`config.mk`:
```
export PLATFORM = sky130hd
export DESIGN_NAME = iir_out_requant
export DESIGN_NICKNAME = d
export VERILOG_FILES = /design/src/rtl/iir_out_requant.sv
export SDC_FILE = /design/constraint.sdc
export NUM_CORES = 1
export LEC_CHECK = 0
export ABC_AREA = 1
export ABC_CLOCK_PERIOD_IN_PS = 3020
export CORE_UTILIZATION = 28
export DETAILED_ROUTE_END_ITERATION = 8
export SETUP_SLACK_MARGIN = 0.5
export SLEW_MARGIN = 5
export SYNTH_ARGS = -nofsm -noshare
export SYNTH_HDL_FRONTEND = slang
export SYNTH_SLANG_ARGS = --single-unit
```
`constraint.sdc`:
```
create_clock -name clk -period 3.02 [get_ports clk]
set_clock_uncertainty 0.1 [all_clocks]
set_input_delay 0.302 -clock clk [delete_from_list [all_inputs] [get_ports clk]]
set_output_delay 0.302 -clock clk [all_outputs]
set_load 0.05 [all_outputs]
```
`src/rtl/iir_out_requant.sv`:
```
// Requantizes a 32-bit IIR filter output to 16 bits (round-half-up, saturate)
// and buffers the result in a first-word-fall-through output FIFO.
module iir_out_requant #(
    parameter int unsigned SHIFT = 15,
    parameter int unsigned DEPTH = 8
) (
    input  logic        clk,
    input  logic        rst,
    input  logic [31:0] y,
    input  logic        y_valid,
    output logic [15:0] out_data,
    output logic        out_valid,
    input  logic        out_ready,
    output logic        sat_flag,
    output logic [15:0] sat_count,
    output logic        drop,
    output logic [6:0]  level
);

    localparam int unsigned PTR_W = (DEPTH > 2) ? $clog2(DEPTH) : 1;
    localparam int unsigned LVL_W = 7;
    localparam logic signed [32:0] ROUND = 33'sd1 <<< (SHIFT - 1);
    localparam logic signed [32:0] MAX_V = 33'sd32767;
    localparam logic signed [32:0] MIN_V = -33'sd32768;

    logic                pipe_vld_q, pipe_vld_d;
    logic [15:0]         pipe_data_q, pipe_data_d;
    logic                sat_flag_q, sat_flag_d;
    logic [15:0]         sat_cnt_q, sat_cnt_d;
    logic                drop_q, drop_d;
    logic [LVL_W-1:0]    level_q, level_d;
    logic [PTR_W-1:0]    wr_ptr_q, wr_ptr_d;
    logic [PTR_W-1:0]    rd_ptr_q, rd_ptr_d;
    logic [15:0]         mem_q [DEPTH];

    logic signed [32:0]  sum;
    logic signed [32:0]  shifted;
    logic                clip_hi, clip_lo;
    logic [15:0]         sat_val;
    logic                pop, full, do_wr;

    // Round in 33 bits so the largest positive input cannot wrap before the shift.
    always_comb begin
        sum     = $signed({y[31], y}) + ROUND;
        shifted = sum >>> SHIFT;
        clip_hi = shifted > MAX_V;
        clip_lo = shifted < MIN_V;
        if (clip_hi) begin
            sat_val = 16'h7FFF;
        end else if (clip_lo) begin
            sat_val = 16'h8000;
        end else begin
            sat_val = shifted[15:0];
        end
    end

    always_comb begin
        pipe_vld_d  = y_valid;
        pipe_data_d = pipe_data_q;
        sat_flag_d  = 1'b0;
        sat_cnt_d   = sat_cnt_q;
        if (y_valid) begin
            pipe_data_d = sat_val;
            sat_flag_d  = clip_hi | clip_lo;
            if ((clip_hi | clip_lo) && (sat_cnt_q != 16'hFFFF)) begin
                sat_cnt_d = sat_cnt_q + 16'd1;
            end
        end
    end

    // A write into a full FIFO is still accepted when the head pops on the same edge.
    always_comb begin
        pop      = (level_q != '0) && out_ready;
        full     = (level_q == LVL_W'(DEPTH));
        do_wr    = pipe_vld_q && (!full || pop);
        drop_d   = drop_q | (pipe_vld_q && full && !pop);
        wr_ptr_d = do_wr ? wr_ptr_q + PTR_W'(1) : wr_ptr_q;
        rd_ptr_d = pop ? rd_ptr_q + PTR_W'(1) : rd_ptr_q;
        unique case ({do_wr, pop})
            2'b10:   level_d = level_q + LVL_W'(1);
            2'b01:   level_d = level_q - LVL_W'(1);
            default: level_d = level_q;
        endcase
    end

    always_ff @(posedge clk or posedge rst) begin
        if (rst) begin
            pipe_vld_q  <= 1'b0;
            pipe_data_q <= '0;
            sat_flag_q  <= 1'b0;
            sat_cnt_q   <= '0;
            drop_q      <= 1'b0;
            level_q     <= '0;
            wr_ptr_q    <= '0;
            rd_ptr_q    <= '0;
        end else begin
            pipe_vld_q  <= pipe_vld_d;
            pipe_data_q <= pipe_data_d;
            sat_flag_q  <= sat_flag_d;
            sat_cnt_q   <= sat_cnt_d;
            drop_q      <= drop_d;
            level_q     <= level_d;
            wr_ptr_q    <= wr_ptr_d;
            rd_ptr_q    <= rd_ptr_d;
        end
    end

    always_ff @(posedge clk) begin
        if (do_wr) begin
            mem_q[wr_ptr_q] <= pipe_data_q;
        end
    end

    // Storage is not reset, so the head is masked to zero whenever the FIFO is empty.
    assign out_valid = (level_q != '0);
    assign out_data  = out_valid ? mem_q[rd_ptr_q] : 16'h0000;
    assign sat_flag  = sat_flag_q;
    assign sat_count = sat_cnt_q;
    assign drop      = drop_q;
    assign level     = level_q;

endmodule

```
==> impl_metrics.ini, run 1 <==
[outcome]
status = complete, no violations

[setup_path]
reg2reg_depth = 17
cp.arrival_ns = 2.76
r2r_slack_ns = 0.47
cp-start-kind = register
slowest_stage = dfrtp_2
r2r-start = level[6]
crit_path_max_incr_delay_ns = 0.41
end_kind = register
r2r-end = level[5]
cpMostUsedCell = nand2_1
cp_data_required_time_ns = 3.23
cp_cell_sequence = inv_2 > nand3_2 > nor2_1 > nand4_1 > nand2_2 > inv_4 > ha_4 > buf_4 > ha_4 > nand3_1 > nand2_1 > nand2_1 > nand2_1 > nand2_1 > and3_1 > o21ai_0 > o21ai_1
critPathMaxFanout = 5
crit_type = reg -> reg

[route]
wire_per_inst_um = 15.0
drt_iter0_markers = 312
vias = 5735
drc = 0
ant_nets = 0
viasPerCell = 4.58
dr.pass1.iters = 7
wl_um = 18700

[min_path]
holdCritPathClass = in -> async

[cells_and_area]
nFillCells = 2685
n_antenna_cell = 0
drive_gt1_share_pct = 19.4
final_core_util_pct = 37.7
nets = 907
synthToLayoutAreaGrowth_pct = 32.5

[sta]
setup_viol = 0
slew_viol_final = 0
holdWs_ns = 0.120
max-slew-margin-rel_pct = 61.1
period_needed_ns = 2.55
rsz0062_at_grt = yes
worst_slack_ns = 0.468
period_share_pct = 84.5
tightestPinTransition_ns = 0.578
hold_violations = 0
fin_setup_tns_ns = 0
clock.fmax_mhz = 392

[floorplanning]
die_w_um = 170
placementRows = 61
die_h_um = 170
ios = 78
coreArea_sq_mm = 0.0278
die-area_sq_mm = 0.0289
initial_core_util_pct = 28.5

[synthesis]
synth_compound_area_share_pct = 9.91
synth_area_leaders = edfxtp_1 49%, dfrtp_1 15%, nor2_1 7.1%, o21ai_0 5.8%, nand2_1 4.6%
ys_ff_latch = 176
synth_top_area_share_pct = 48.6
syn-cell-area_sq_mm = 0.00791
synth_most_common_cell = nor2_1
synth_xor_xnor_area_share_pct = 3.21
synth_edf_count = 128
async_reset_ff_share_pct = 27.3
synth_mux_area_share_pct = 0
ys_top_cells_by_count = 150 x nor2_1, 128 x edfxtp_1, 96 x nand2_1, 91 x o21ai_0, 48 x dfrtp_1
synth_top_area_cell = edfxtp_1
yosys.area_share.adder_pct = 1.84
synthSimpleGateAreaFrac_pct = 17.5
ys.flop_type = edfxtp_1
synth_top_family_by_area = simple AND/OR/NAND/NOR gates
syn_avg_cell_area_sq_um = 10.5
netlist_instances = 752
ys_seq_area_share_pct = 63.8
ys_warn_count = 0
syn-num-nets = 799
synth.distinct_cells = 37

[job]
max_cap_violations = 0

[clock_tree]
worstSkewPairLatency_ns = 0.44
numClockSinks = 176
cts_tree = yes
clk_path_buf_depth = 2
htreeDepth = 4
numCtsBuffers = 17
clk_pin_slew_ns = 0.07
root_buffer = clkbuf_16

[placed_design]
place_hpwl_um = 11400
post-place-ws_ns = 0.306
place.gp.congestion = 0.836
place.port_buffers = 63

[pwr]
finalPower_w = 0.0106
p_leak_nw = 3.92
p_per_area_mw_per_mm2 = 1010
peakVddDrop_v = 0.000490

[global_routing]
grt_antenna_before_repair = 0
grt_pass1_vias = 5563
grt_pass1_wl_um = 29400
grt.total_usage_pct = 13.3
grt.overflow.total = 0
grt_max_degree = 31
logic make-up after synthesis:
| logic type | after synthesis |
|---|---|
| and+or+nand+nor | 317 |
| DFF | 176 |
| AOI/OAI and AO/OA | 144 |
| buffers and inverters | 75 |
| xor gates and xnor gates | 29 |
| adders and majority gates | 11 |
power breakdown:
part	switching (W)	leakage, nW	internal, W
sequential	0.000236	1.73	0.00300
combinational	0.00303	1.94	0.00234
clock	0.000935	0.254	0.00106
total	0.00420	3.92	0.00640
worst max path at each step:
stage / from / to / slack (ns) / depth (start not counted)
2_1_floorplan: level[6] / level[6] / 0.30 / 19
3_3_place_gp: level[6] / level[6] / 0.32 / 19
3_5_place_dp: level[5] / level[6] / 0.31 / 19
4_1_cts: rd_ptr_q[0] / out_data[4] / 0.49 / 7
5_1_grt: level[4] / level[6] / 0.26 / 19
6_report: level[6] / level[5] / 0.47 / 17
routing by layer:
| metal | GRT usage, % | up-vias | wire length [um] |
|---|---|---|---|
| li1 | - | 2839 | - |
| met1 | 16.4 | 2749 | 8310 |
| met2 | 22.8 | 123 | 9380 |
| met3 | 2.58 | 24 | 753 |
| met4 | 5.05 | 0 | 289 |
| met5 | 0 | - | 0 |
cell type report:
class	count	area, sq um	share of cell area [%]
multi-input cells	502	2770	26.4
repair buffers	121	1480	14.1
clock buffers	19	433	4.13
flip-flops and latches	176	5050	48.2
well taps	378	473	4.51
clock inverters	13	104	0.991
inverters	42	164	1.56
flip-flops by register name, summed over array words and instances, names as in the netlist:
name / flops
pipe_vld_q: 1
rd_ptr_q: 3
pipe_data_q: 16
level: 7
wr_ptr_q: 3
sat_count: 16
sat_flag: 1
mem_q: 128
drop: 1
cell usage in the layout, fill, tap and decap left out, types with 9 or more instances in the layout:
master / count
dfrtp_1: 41
nor2_1: 145
o21ai_1: 43
clkdlybuf4s50_1: 46
o21ai_0: 45
xnor2_1: 12
nand3_1: 19
buf_4: 38
a31oi_2: 14
clkbuf_16: 21
xor2_1: 17
inv_1: 34
o22ai_1: 15
buf_12: 22
nand2_1: 93
nor3_1: 9
a21oi_1: 14
nand4_1: 22
edfxtp_1: 128
repair_timing:
| action | in CTS | in global routing |
|---|---|---|
| pin swaps | 2 | 24 |
| hold buffers | 0 | 0 |
| gates cloned | 2 | 5 |
| resized for setup | 25 | 66 |
| buffers inserted | 14 | 14 |
| endpoints found under the setup margin | 19 | 36 |
| hold endpoints to repair | 0 | 0 |
metrics by stage:
step | std cells | area (sq um)
after detailed placement | 1184 | 9320
final | 1251 | 10500
after global placement | 1184 | 9320
after floorplan | 752 | 8010
after CTS | 1232 | 10100
after global routing | 1251 | 10500
worst max-delay path, delay by kind of cell, from the launching register on:
family	cells	cell delay, ns
AO/OA/AOI/OAI	2	0.23
buffers and inverters	3	0.27
adder cells (fa/ha/maj)	2	0.45
flip-flops	1	0.41
AND/OR/NAND/NOR	10	0.96
Note: power is estimated with default switching activity, not from simulation.
==> run 2: changes to the inputs <==
--- a/config.mk
+++ b/config.mk
@@ -6,7 +6,7 @@
 export NUM_CORES = 1
 export LEC_CHECK = 0
 export ABC_AREA = 1
-export ABC_CLOCK_PERIOD_IN_PS = 3020
+export ABC_CLOCK_PERIOD_IN_PS = 2550
 export CORE_UTILIZATION = 28
 export DETAILED_ROUTE_END_ITERATION = 8
 export SETUP_SLACK_MARGIN = 0.5
==> constraint.sdc (replaced) <==
create_clock -name clk -period 2.55 [get_ports clk]
set_clock_uncertainty 0.1 [all_clocks]
set_input_delay 0.255 -clock clk [delete_from_list [all_inputs] [get_ports clk]]
set_output_delay 0.255 -clock clk [all_outputs]
set_load 0.05 [all_outputs]
==> run 2 against run 1 <==
Critical path depth increased by 2. Core utilization increased by 4.7 points. Maximum frequency increased by 1.5%. Die area unchanged. Setup slack got worse by 0.43 ns. Design area increased by 12%. Flip-flop and latch count unchanged. Combinational power increased by 46%. Worst hold slack got worse by 0.070 ns. Sequential power increased by 21%. Critical path type unchanged.
==> impl_metrics.ini, run 2 (synthesis results as in run 1) <==
[cells_and_area]
nets = 931
mostFrequentLayoutCells = 129 x nor2_1, 128 x edfxtp_1, 86 x nand2_1
fin_cells = 1275
seqCellArea_sq_mm = 0.00506
n_antenna_cell = 0
final_common_cell = nor2_1
final_core_util_pct = 42.4
synthToLayoutAreaGrowth_pct = 49.0
regMostFlops = mem_q
largest_register_ffs = 128
drive_gt1_share_pct = 33.1
nFillCells = 2562
multi_input_area_sq_mm = 0.00351

[clock_tree]
clk_pin_slew_ns = 0.07
numCtsBuffers = 17
root_buffer = clkbuf_16
numClockSinks = 176
htreeDepth = 4
worstSkewPairLatency_ns = 0.44
cts_tree = yes
clk_path_buf_depth = 2

[route]
wire_per_inst_um = 16.3
dr.pass1.iters = 6
viasPerCell = 4.67
drt_iter0_markers = 411
drc = 0
wl_um = 20800
vias = 5948
ant_nets = 0

[floorplanning]
ios = 78
die-area_sq_mm = 0.0289
initial_core_util_pct = 28.5
coreArea_sq_mm = 0.0278
die_h_um = 170
placementRows = 61
die_w_um = 170

[sta]
period_share_pct = 98.6
hold_violations = 0
slew_viol_final = 0
setup_viol = 0
max-slew-margin-rel_pct = 48.8
period_needed_ns = 2.51
rsz0062_at_grt = yes
clock.fmax_mhz = 398
tightestPinTransition_ns = 0.766

[placed_design]
dpl.cell_count = 1197
place.port_buffers = 63
place_hpwl_um = 12300
place.gp.congestion = 0.835

[pwr]
peakVddDrop_v = 0.000504
p_per_area_mw_per_mm2 = 1220
p_leak_nw = 4.63

[setup_path]
end_kind = register
crit_type = reg -> reg
critPathMaxFanout = 5
cp.arrival_ns = 2.73
cp-start-kind = register
r2r_slack_ns = 0.04
cp_data_required_time_ns = 2.77

[min_path]
holdCritPathClass = in -> async

[global_routing]
grt_pass1_vias = 5577
grt_antenna_before_repair = 0
grt.total_usage_pct = 13.9
grt.overflow.total = 0
grt_max_degree = 29
grt_pass1_wl_um = 30300

[outcome]
status = complete, no violations

[job]
max_cap_violations = 0
==> run 2: cell count changes in the layout (fill, tap and decap cells not counted), moves of 14 or more <==
cell,previous run,this run
o21ai_0,45,14
o21ai_2,4,33
clkdlybuf4s50_1,46,24
dlymetal6s2s_1,0,22
nor2_1,145,129
o21ai_4,0,16
a31oi_4,1,16
nor2_4,1,16
a31oi_2,14,0
o21ai_1,43,29
o22ai_1,15,1
==> run 2: worst max-delay path: stages, from the launching register on <==
cell     delay (ns)
dfrtp_2        0.41
inv_2          0.06
nand3_2        0.10
nor2_2         0.10
nand4_1        0.13
nand2_2        0.14
nand2_2        0.07
nand2_2        0.10
ha_4           0.19
inv_2          0.05
fa_2           0.33
inv_2          0.06
nand3_2        0.06
nand2_2        0.08
nand2_2        0.06
nand2_2        0.07
a21oi_2        0.05
xor2_1         0.14
nand2_1        0.05
o21ai_1        0.06
==> run 2: layer usage <==
| metal | part of all wire [%] | global-route usage, % | vias up |
|---|---|---|---|
| li1 | - | - | 2899 |
| met1 | 43 | 17.7 | 2899 |
| met2 | 50 | 23.0 | 127 |
| met3 | 5.0 | 2.93 | 23 |
| met4 | 1.7 | 5.44 | 0 |
| met5 | 0 | 0 | - |
==> run 2: cell type report <==
class,instances,share of cell area [%]
multi-input cells,502,29.8
repair buffers,145,16.6
clock inverters,12,1.26
well taps,378,4.01
clock buffers,20,3.88
inverters,42,1.49
flip-flops and latches,176,43.0
==> run 2: worst paths after layout <==
path | start | cells past startpoint | endpoint
max in group asynchronous | rst | 3 | pipe_data_q[11]
hold reg to reg | level[0] | 1 | level[0]
min in group clk | y[14] | 6 | pipe_data_q[0]
setup / recovery | level[6] | 19 | level[6]
setup reg to reg | level[6] | 19 | level[6]
hold / removal | rst | 2 | sat_count[13]
==> run 2: what timing repair did <==
action	CTS	global route
resized for setup	64	216
cloned	5	6
pin swaps	13	63
buffers inserted	17	18
hold buffers	0	0
setup endpoints to repair	156	199
==> run 2: report_power, final <==
group | total [W] | switching (W) | internal [W]
combinational | 0.00781 | 0.00435 | 0.00346
clock | 0.00266 | 0.00114 | 0.00152
sequential | 0.00391 | 0.000346 | 0.00356
total | 0.0144 | 0.00583 | 0.00855
==> run 2: per-stage QoR <==
step | power, W | TNS, ns | cell area (sq um) | hold WS, ns | setup slack (ns)
after floorplan | 0.00747 | -0.191 | 8290 | 0.186 | -0.0908
after global placement | 0.00972 | 0 | 9780 | 0.390 | 0.0118
after detailed placement | 0.00980 | -0.00171 | 9780 | 0.393 | -0.00171
after CTS | 0.0132 | 0 | 10900 | 0.0484 | 0.0587
after global routing | 0.0150 | -0.262 | 11800 | 0.102 | -0.155
final | 0.0144 | 0 | 11800 | 0.0504 | 0.0363
